==> src/rtl/lsu_pkg.sv <==
// Shared opcodes, funct3 encodings and FSM state type for the rv32i load/store unit.
package lsu_pkg;

    localparam logic [6:0] op_load  = 7'b0000011;
    localparam logic [6:0] op_store = 7'b0100011;

    localparam logic [2:0] f3_lb  = 3'b000;
    localparam logic [2:0] f3_lh  = 3'b001;
    localparam logic [2:0] f3_lw  = 3'b010;
    localparam logic [2:0] f3_lbu = 3'b100;
    localparam logic [2:0] f3_lhu = 3'b101;

    localparam logic [2:0] f3_sb  = 3'b000;
    localparam logic [2:0] f3_sh  = 3'b001;
    localparam logic [2:0] f3_sw  = 3'b010;

    typedef enum logic [1:0] {
        LSU_IDLE = 2'd0,
        LSU_BUS  = 2'd1,
        LSU_RESP = 2'd2
    } lsu_state_t;

    // func_code is packed as {f3, f7}.
    function automatic logic [2:0] get_f3(input logic [9:0] func_code);
        return func_code[9:7];
    endfunction

endpackage

==> src/rtl/lsu_if.sv <==
// Data-memory req/ack bus between the load/store unit (master) and memory (slave).
interface lsu_if #(
    parameter int ADDR_W = 32
);
    logic              dmem_req;
    logic              dmem_we;
    logic [ADDR_W-1:0] dmem_addr;
    logic [3:0]        dmem_be;
    logic [31:0]       dmem_wdata;
    logic              dmem_ack;
    logic [31:0]       dmem_rdata;

    modport master (
        output dmem_req, dmem_we, dmem_addr, dmem_be, dmem_wdata,
        input  dmem_ack, dmem_rdata
    );

    modport slave (
        input  dmem_req, dmem_we, dmem_addr, dmem_be, dmem_wdata,
        output dmem_ack, dmem_rdata
    );

endinterface

==> src/rtl/lsu_align.sv <==
// Combinational byte-lane steering for stores, lane extraction/extension for loads,
// and alignment / funct3 legality decode.
module lsu_align
    import lsu_pkg::*;
(
    input  logic        is_store,
    input  logic [2:0]  f3,
    input  logic [1:0]  addr_lo,
    input  logic [31:0] store_data,
    input  logic [31:0] rdata,
    output logic [3:0]  be,
    output logic [31:0] wdata,
    output logic [31:0] load_value,
    output logic        misaligned,
    output logic        f3_ok
);

    logic [7:0]  byte_sel;
    logic [15:0] half_sel;

    always_comb begin
        be         = 4'b1111;
        wdata      = '0;
        misaligned = 1'b0;
        f3_ok      = 1'b0;
        if (is_store) begin
            case (f3)
                f3_sb: begin
                    f3_ok = 1'b1;
                    be    = 4'b0001 << addr_lo;
                    wdata = {4{store_data[7:0]}};
                end
                f3_sh: begin
                    f3_ok      = 1'b1;
                    misaligned = addr_lo[0];
                    be         = addr_lo[1] ? 4'b1100 : 4'b0011;
                    wdata      = {2{store_data[15:0]}};
                end
                f3_sw: begin
                    f3_ok      = 1'b1;
                    misaligned = |addr_lo;
                    wdata      = store_data;
                end
                default: f3_ok = 1'b0;
            endcase
        end else begin
            // Loads always fetch the whole word; the lane is picked on return.
            case (f3)
                f3_lb, f3_lbu: f3_ok = 1'b1;
                f3_lh, f3_lhu: begin
                    f3_ok      = 1'b1;
                    misaligned = addr_lo[0];
                end
                f3_lw: begin
                    f3_ok      = 1'b1;
                    misaligned = |addr_lo;
                end
                default: f3_ok = 1'b0;
            endcase
        end
    end

    always_comb begin
        byte_sel   = rdata[{addr_lo, 3'b000} +: 8];
        half_sel   = addr_lo[1] ? rdata[31:16] : rdata[15:0];
        load_value = '0;
        case (f3)
            f3_lb:   load_value = {{24{byte_sel[7]}}, byte_sel};
            f3_lbu:  load_value = {24'd0, byte_sel};
            f3_lh:   load_value = {{16{half_sel[15]}}, half_sel};
            f3_lhu:  load_value = {16'd0, half_sel};
            f3_lw:   load_value = rdata;
            default: load_value = '0;
        endcase
    end

endmodule

==> src/rtl/lsu.sv <==
// MEM-stage load/store unit: one req/ack data-memory transaction per load/store,
// pass-through for every other instruction, one operation in flight at a time.
module lsu
    import lsu_pkg::*;
#(
    parameter int ADDR_W = 32
) (
    input  logic        clk,
    input  logic        r,
    input  logic        req_valid,
    output logic        req_ready,
    input  logic [6:0]  op_code,
    input  logic [9:0]  func_code,
    input  logic [31:0] alu_result,
    input  logic [31:0] store_data,
    input  logic [4:0]  rd_in,
    lsu_if.master       dmem,
    output logic        wb_valid,
    output logic        wb_we,
    output logic [4:0]  wb_rd,
    output logic [31:0] wb_data,
    output logic        misaligned
);

    lsu_state_t state, state_n;

    logic [2:0] f3_q, f3_n;
    logic [1:0] addr_lo_q, addr_lo_n;
    logic       is_store_q, is_store_n;
    logic [4:0] rd_q, rd_n;

    logic              req_ready_n;
    logic              dmem_req_n;
    logic              dmem_we_n;
    logic [ADDR_W-1:0] dmem_addr_n;
    logic [3:0]        dmem_be_n;
    logic [31:0]       dmem_wdata_n;
    logic              wb_valid_n;
    logic              wb_we_n;
    logic [4:0]        wb_rd_n;
    logic [31:0]       wb_data_n;
    logic              misaligned_n;

    logic        in_is_load;
    logic        in_is_store;
    logic        al_is_store;
    logic [2:0]  al_f3;
    logic [1:0]  al_addr_lo;
    logic [3:0]  al_be;
    logic [31:0] al_wdata;
    logic [31:0] al_load_value;
    logic        al_misaligned;
    logic        al_f3_ok;
    logic        unused_func;

    assign unused_func = ^func_code[6:0];
    assign in_is_load  = (op_code == op_load);
    assign in_is_store = (op_code == op_store);

    // In IDLE the aligner decodes the incoming request; afterwards it works
    // from the captured copy so the load lane can be selected at ack time.
    assign al_is_store = (state == LSU_IDLE) ? in_is_store : is_store_q;
    assign al_f3       = (state == LSU_IDLE) ? get_f3(func_code) : f3_q;
    assign al_addr_lo  = (state == LSU_IDLE) ? alu_result[1:0] : addr_lo_q;

    lsu_align u_align (
        .is_store   (al_is_store),
        .f3         (al_f3),
        .addr_lo    (al_addr_lo),
        .store_data (store_data),
        .rdata      (dmem.dmem_rdata),
        .be         (al_be),
        .wdata      (al_wdata),
        .load_value (al_load_value),
        .misaligned (al_misaligned),
        .f3_ok      (al_f3_ok)
    );

    always_ff @(posedge clk or negedge r) begin
        if (!r) begin
            state           <= LSU_IDLE;
            f3_q            <= '0;
            addr_lo_q       <= '0;
            is_store_q      <= 1'b0;
            rd_q            <= '0;
            req_ready       <= 1'b0;
            dmem.dmem_req   <= 1'b0;
            dmem.dmem_we    <= 1'b0;
            dmem.dmem_addr  <= '0;
            dmem.dmem_be    <= '0;
            dmem.dmem_wdata <= '0;
            wb_valid        <= 1'b0;
            wb_we           <= 1'b0;
            wb_rd           <= '0;
            wb_data         <= '0;
            misaligned      <= 1'b0;
        end else begin
            state           <= state_n;
            f3_q            <= f3_n;
            addr_lo_q       <= addr_lo_n;
            is_store_q      <= is_store_n;
            rd_q            <= rd_n;
            req_ready       <= req_ready_n;
            dmem.dmem_req   <= dmem_req_n;
            dmem.dmem_we    <= dmem_we_n;
            dmem.dmem_addr  <= dmem_addr_n;
            dmem.dmem_be    <= dmem_be_n;
            dmem.dmem_wdata <= dmem_wdata_n;
            wb_valid        <= wb_valid_n;
            wb_we           <= wb_we_n;
            wb_rd           <= wb_rd_n;
            wb_data         <= wb_data_n;
            misaligned      <= misaligned_n;
        end
    end

    // Every output is computed one cycle ahead here and registered above.
    always_comb begin
        state_n      = state;
        f3_n         = f3_q;
        addr_lo_n    = addr_lo_q;
        is_store_n   = is_store_q;
        rd_n         = rd_q;
        req_ready_n  = 1'b0;
        dmem_req_n   = dmem.dmem_req;
        dmem_we_n    = dmem.dmem_we;
        dmem_addr_n  = dmem.dmem_addr;
        dmem_be_n    = dmem.dmem_be;
        dmem_wdata_n = dmem.dmem_wdata;
        wb_valid_n   = 1'b0;
        wb_we_n      = 1'b0;
        wb_rd_n      = '0;
        wb_data_n    = '0;
        misaligned_n = 1'b0;

        case (state)
            LSU_IDLE: begin
                req_ready_n = 1'b1;
                if (req_valid && req_ready) begin
                    req_ready_n = 1'b0;
                    f3_n        = get_f3(func_code);
                    addr_lo_n   = alu_result[1:0];
                    is_store_n  = in_is_store;
                    rd_n        = rd_in;
                    if ((in_is_load || in_is_store) && al_f3_ok && !al_misaligned) begin
                        state_n      = LSU_BUS;
                        dmem_req_n   = 1'b1;
                        dmem_we_n    = in_is_store;
                        dmem_addr_n  = {alu_result[ADDR_W-1:2], 2'b00};
                        dmem_be_n    = al_be;
                        dmem_wdata_n = al_wdata;
                    end else begin
                        state_n    = LSU_RESP;
                        wb_valid_n = 1'b1;
                        wb_rd_n    = rd_in;
                        if (in_is_load || in_is_store) begin
                            misaligned_n = al_f3_ok && al_misaligned;
                        end else begin
                            wb_we_n   = 1'b1;
                            wb_data_n = alu_result;
                        end
                    end
                end
            end
            LSU_BUS: begin
                if (dmem.dmem_ack) begin
                    state_n      = LSU_RESP;
                    dmem_req_n   = 1'b0;
                    dmem_we_n    = 1'b0;
                    dmem_addr_n  = '0;
                    dmem_be_n    = '0;
                    dmem_wdata_n = '0;
                    wb_valid_n   = 1'b1;
                    wb_rd_n      = rd_q;
                    wb_we_n      = !is_store_q;
                    wb_data_n    = is_store_q ? 32'd0 : al_load_value;
                end
            end
            LSU_RESP: begin
                state_n     = LSU_IDLE;
                req_ready_n = 1'b1;
            end
            default: begin
                state_n = LSU_IDLE;
            end
        endcase
    end

endmodule

==> src/flat_wrapper.sv <==
// flat-port wrapper written by rule: the top's interface ports become plain ports
module lsu_flat import lsu_pkg::*;
#(
    parameter int ADDR_W = 32
)
  (clk, r, req_valid, req_ready, op_code, func_code, alu_result, store_data, rd_in, wb_valid, wb_we, wb_rd, wb_data, misaligned, dmem_dmem_req, dmem_dmem_we, dmem_dmem_addr, dmem_dmem_be, dmem_dmem_wdata, dmem_dmem_ack, dmem_dmem_rdata);
  lsu_if #(.ADDR_W(ADDR_W)) dmem_i ();
  input  logic clk;
  input  logic r;
  input  logic req_valid;
  output logic req_ready;
  input  logic [6:0] op_code;
  input  logic [9:0] func_code;
  input  logic [31:0] alu_result;
  input  logic [31:0] store_data;
  input  logic [4:0] rd_in;
  output logic wb_valid;
  output logic wb_we;
  output logic [4:0] wb_rd;
  output logic [31:0] wb_data;
  output logic misaligned;
  output wire logic [$bits(dmem_i.dmem_req)-1:0] dmem_dmem_req;
  output wire logic [$bits(dmem_i.dmem_we)-1:0] dmem_dmem_we;
  output wire logic [$bits(dmem_i.dmem_addr)-1:0] dmem_dmem_addr;
  output wire logic [$bits(dmem_i.dmem_be)-1:0] dmem_dmem_be;
  output wire logic [$bits(dmem_i.dmem_wdata)-1:0] dmem_dmem_wdata;
  input wire logic [$bits(dmem_i.dmem_ack)-1:0] dmem_dmem_ack;
  input wire logic [$bits(dmem_i.dmem_rdata)-1:0] dmem_dmem_rdata;
  assign dmem_dmem_req = dmem_i.dmem_req;
  assign dmem_dmem_we = dmem_i.dmem_we;
  assign dmem_dmem_addr = dmem_i.dmem_addr;
  assign dmem_dmem_be = dmem_i.dmem_be;
  assign dmem_dmem_wdata = dmem_i.dmem_wdata;
  assign dmem_i.dmem_ack = dmem_dmem_ack;
  assign dmem_i.dmem_rdata = dmem_dmem_rdata;
  lsu #(.ADDR_W(ADDR_W)) u_core (.clk(clk), .r(r), .req_valid(req_valid), .req_ready(req_ready), .op_code(op_code), .func_code(func_code), .alu_result(alu_result), .store_data(store_data), .rd_in(rd_in), .dmem(dmem_i), .wb_valid(wb_valid), .wb_we(wb_we), .wb_rd(wb_rd), .wb_data(wb_data), .misaligned(misaligned));
endmodule
==> config.mk <==
export PLATFORM = sky130hd
export DESIGN_NAME = lsu_flat
export DESIGN_NICKNAME = d
export VERILOG_FILES = /design/src/rtl/lsu_pkg.sv /design/src/rtl/lsu_if.sv /design/src/rtl/lsu_align.sv /design/src/rtl/lsu.sv /design/src/flat_wrapper.sv
export SDC_FILE = /design/constraint.sdc
export NUM_CORES = 1
export LEC_CHECK = 0
export BUFFER_PORTS_ARGS = -buffer_cell sky130_fd_sc_hd__buf_2
export CELL_PAD_IN_SITES_DETAIL_PLACEMENT = 0
export CELL_PAD_IN_SITES_GLOBAL_PLACEMENT = 1
export CORE_ASPECT_RATIO = 1.25
export CORE_MARGIN = 10
export CORE_UTILIZATION = 39
export CTS_CLUSTER_SIZE = 12
export DETAILED_ROUTE_END_ITERATION = 7
export MAX_ROUTING_LAYER = met4
export PLACE_DENSITY_LB_ADDON = 0.2
export SLEW_MARGIN = 40
export SYNTH_ARGS = -nofsm -noshare
export SYNTH_HDL_FRONTEND = slang
export SYNTH_SLANG_ARGS = --single-unit
==> constraint.sdc <==
create_clock -name clk -period 6.2 [get_ports clk]
set_input_delay 1.24 -clock clk [delete_from_list [all_inputs] [get_ports clk]]
set_output_delay 1.24 -clock clk [all_outputs]
set_load 0.02 [all_outputs]
==> impl_metrics.yaml <==
drt:
  vias: 5389
  met2WireLength_mm: 10.6
  drtIter0Drc: 548
  highest_layer: "met4"
  drt-pass1-iter-count: 7
  routed_via_density: 5.34
  wl_met1_mm: 8.34
  routed_wl_mm: 20.8
  dr_wl_met3_mm: 1.71
  routedWlPerCell_microns: 20.6
  drc: 0
  ant_nets: 0
clocking:
  cts-root-buf: "clkbuf_16"
  tritoncts: "done"
  cts_max_level: 4
  cts_resized: 0
  numCtsBuffers: 17
  cts_hold_buf: 0
  cts_num_sinks: 122
  path_clk_slew_ps: 60
  cts.path.max_buffers: 2
  clk_latency_ps: 410
  post-cts-setup-buffers: 0
placement:
  port_buffers: 223
  dp_hpwl_mm: 15.7
  place_area_sq_um: 7270
  dp.cells: 978
  gp_congestion: 0.883
  dp_slack_ps: 1670
sta:
  setup_slack_ps: 2140
  fin_hold_ws_ps: 479
  relSlewSlack_pct: 44.3
  fmax_mhz: 247
  drv_slew: 0
  fin_setup_tns_ps: 0
  fin_worst_skew_ps: 15.6
  min_period_ps: 4060
  setup_viol_count_final: 0
  rsz0062_at_grt: "no"
  tightest_slew_ps: 813
  hold_viol_final: 0
  fin_crit_sh_pct: 65.4
floorplanning:
  die_x_microns: 131
  initial_core_util_pct: 40.0
  io_pins: 233
  die_h_microns: 159
  rows: 50
  die-area_sq_um: 20800
  coreArea_sq_um: 15000
flow_run:
  max-cap-violations: 0
power:
  vdd_drop_max_mv: 0.153
  power_mw: 2.30
  leakage_nw: 4.50
  p_per_area_nw_per_um2: 292
layout:
  syn_to_final_growth_pct: 31.2
  fin_area_sq_um: 7870
  utilization_pct: 52.4
  layout-drive-gt1-share_pct: 35.7
  final_cells: 1010
  fin_nets: 937
  num_antenna_cells: 0
worst_setup_path:
  slowest_stage: "or4_4"
  critical_path_class: "input pin to register"
  cp-end-kind: "register"
  cp_max_fo: 36
  arrival_ps: 4380
  required_ps: 6530
  cp-start-kind: "input pin"
  worstPathCellList: "buf_2 -> nor4bb_1 -> and2_1 -> mux2i_1 -> a221oi_1 -> or4_4 -> buf_4 -> mux2i_1"
  crit_family: "simple AND/OR/NAND/NOR gates"
  crit_top_cell: "mux2i_1"
  cpPeakStageDelay_ps: 620
  cp_num_buf_inv: 2
global_routing:
  grt_max_degree: 74
  antenna_found_initial: 0
  grt_pass1_wl_mm: 31.4
  grt_usage_pct: 20.0
  gr-total-overflow: 0
  grt_pass1_vias: 5594
outcome:
  status: "complete, no violations"
synthesis:
  synth_top_cell_by_area: "dfrtp_1"
  synthTopCellsByCount: "nand2_1 (155), dfrtp_1 (122), mux2i_1 (71)"
  synthCells: 606
  ys.flop_type: "dfrtp_1"
  ys_seq_elements: 122
  ys_seq_area_share_pct: 50.9
  ys_warn_count: 0
  yosys.area.top_type_share_pct: 50.9
  synth_cell_types: 44
  synth_edf_count: 0
  avgSynthCellArea_sq_um: 9.91
  synth.area.top_cells: "dfrtp_1 (51%), mux2i_1 (12%), nand2_1 (9.7%), o21ai_0 (3.2%), inv_1 (2.4%)"
  yosysMostFrequentCell: "nand2_1"
  synthArstFlopShare_pct: 100
  synth_area_sq_um: 6000
worst_hold_path:
  hold_class: "register to register"
-- cell usage in the layout (no fill, tap or decap), types with 4 or more instances in the layout --
cell / instances
inv_1: 39
and3_1: 4
a21o_1: 11
a21oi_1: 24
nor2_1: 7
a22oi_1: 9
dfrtp_1: 122
a31o_2: 7
clkbuf_16: 17
nand2_1: 155
buf_2: 222
mux2i_1: 71
o21ai_0: 38
a221oi_1: 10
or2_2: 8
a222oi_1: 6
a32o_1: 5
mux4_2: 6
clkinv_2: 5
and2_1: 5
buf_4: 5
-- cell type report --
cell class / count / area [sq um]
Clock buffer: 20 / 447
Clock inverter: 12 / 149
Fill cell: 1417 / 7140
Inverter: 39 / 146
Multi-Input combinational cell: 405 / 2650
Sequential cell: 122 / 3050
Tap cell: 182 / 228
Timing Repair Buffer: 230 / 1200
-- metal layers --
metal | GRT usage [%] | vias to the layer above
met3 | 5.19 | 19
met2 | 32.8 | 245
li1 | - | 2503
met4 | 4.86 | 0
met5 | - | -
met1 | 23.9 | 2622
-- power by group --
group          switching, mW  internal [mW]  leakage, nW
registers             0.0341          0.852         1.65
logic                  0.255          0.148         2.55
clock network          0.368          0.641        0.293
-- worst reg2reg max path: stages, from the launching register on --
cell,delay (ps)
dfrtp_1,470
nor2_2,530
mux2i_1,670
nor2_4,240
buf_16,230
and2_1,160
or4_4,780
buf_4,370
mux2i_1,180
-- state kept, by name (all words and copies together), names as in the netlist --
register and count:
u_core.dmem.dmem_req 1, u_core.req_ready 1, u_core.wb_valid 1, u_core.addr_lo_q 2, u_core.is_store_q 1, u_core.misaligned 1
u_core.state 2, u_core.wb_we 1, u_core.dmem.dmem_we 1, u_core.wb_data 32, u_core.f3_q 3, u_core.dmem.dmem_be 4
u_core.rd_q 5, u_core.dmem.dmem_addr 30, u_core.dmem.dmem_wdata 32, u_core.wb_rd 5
-- worst paths after layout --
| check | endpoint | from | cells after the start | slack (ps) |
|---|---|---|---|---|
| max | u_core.dmem.dmem_addr[29] | op_code[3] | 8 | 2140 |
| min | u_core.rd_q[3] | u_core.rd_q[3] | 2 | 480 |
| max reg2reg | u_core.dmem.dmem_addr[29] | u_core.state[0] | 8 | 2440 |
| min reg2reg | u_core.rd_q[3] | u_core.rd_q[3] | 2 | 480 |
| max in group asynchronous | u_core.wb_data[9] | r | 2 | 4390 |
| min in group asynchronous | u_core.dmem.dmem_addr[28] | r | 1 | 750 |
-- logic make-up after synthesis --
| family | Yosys count | share of synthesized area, % |
|---|---|---|
| AOI/OAI and AO/OA | 122 | 13.5 |
| buffers and inverters | 80 | 5.79 |
| DFF | 122 | 50.9 |
| muxes | 83 | 15.9 |
| other | 1 | 0.0625 |
| and+or+nand+nor | 198 | 13.9 |
No activity file was read; power rests on OpenSTA's default activity.
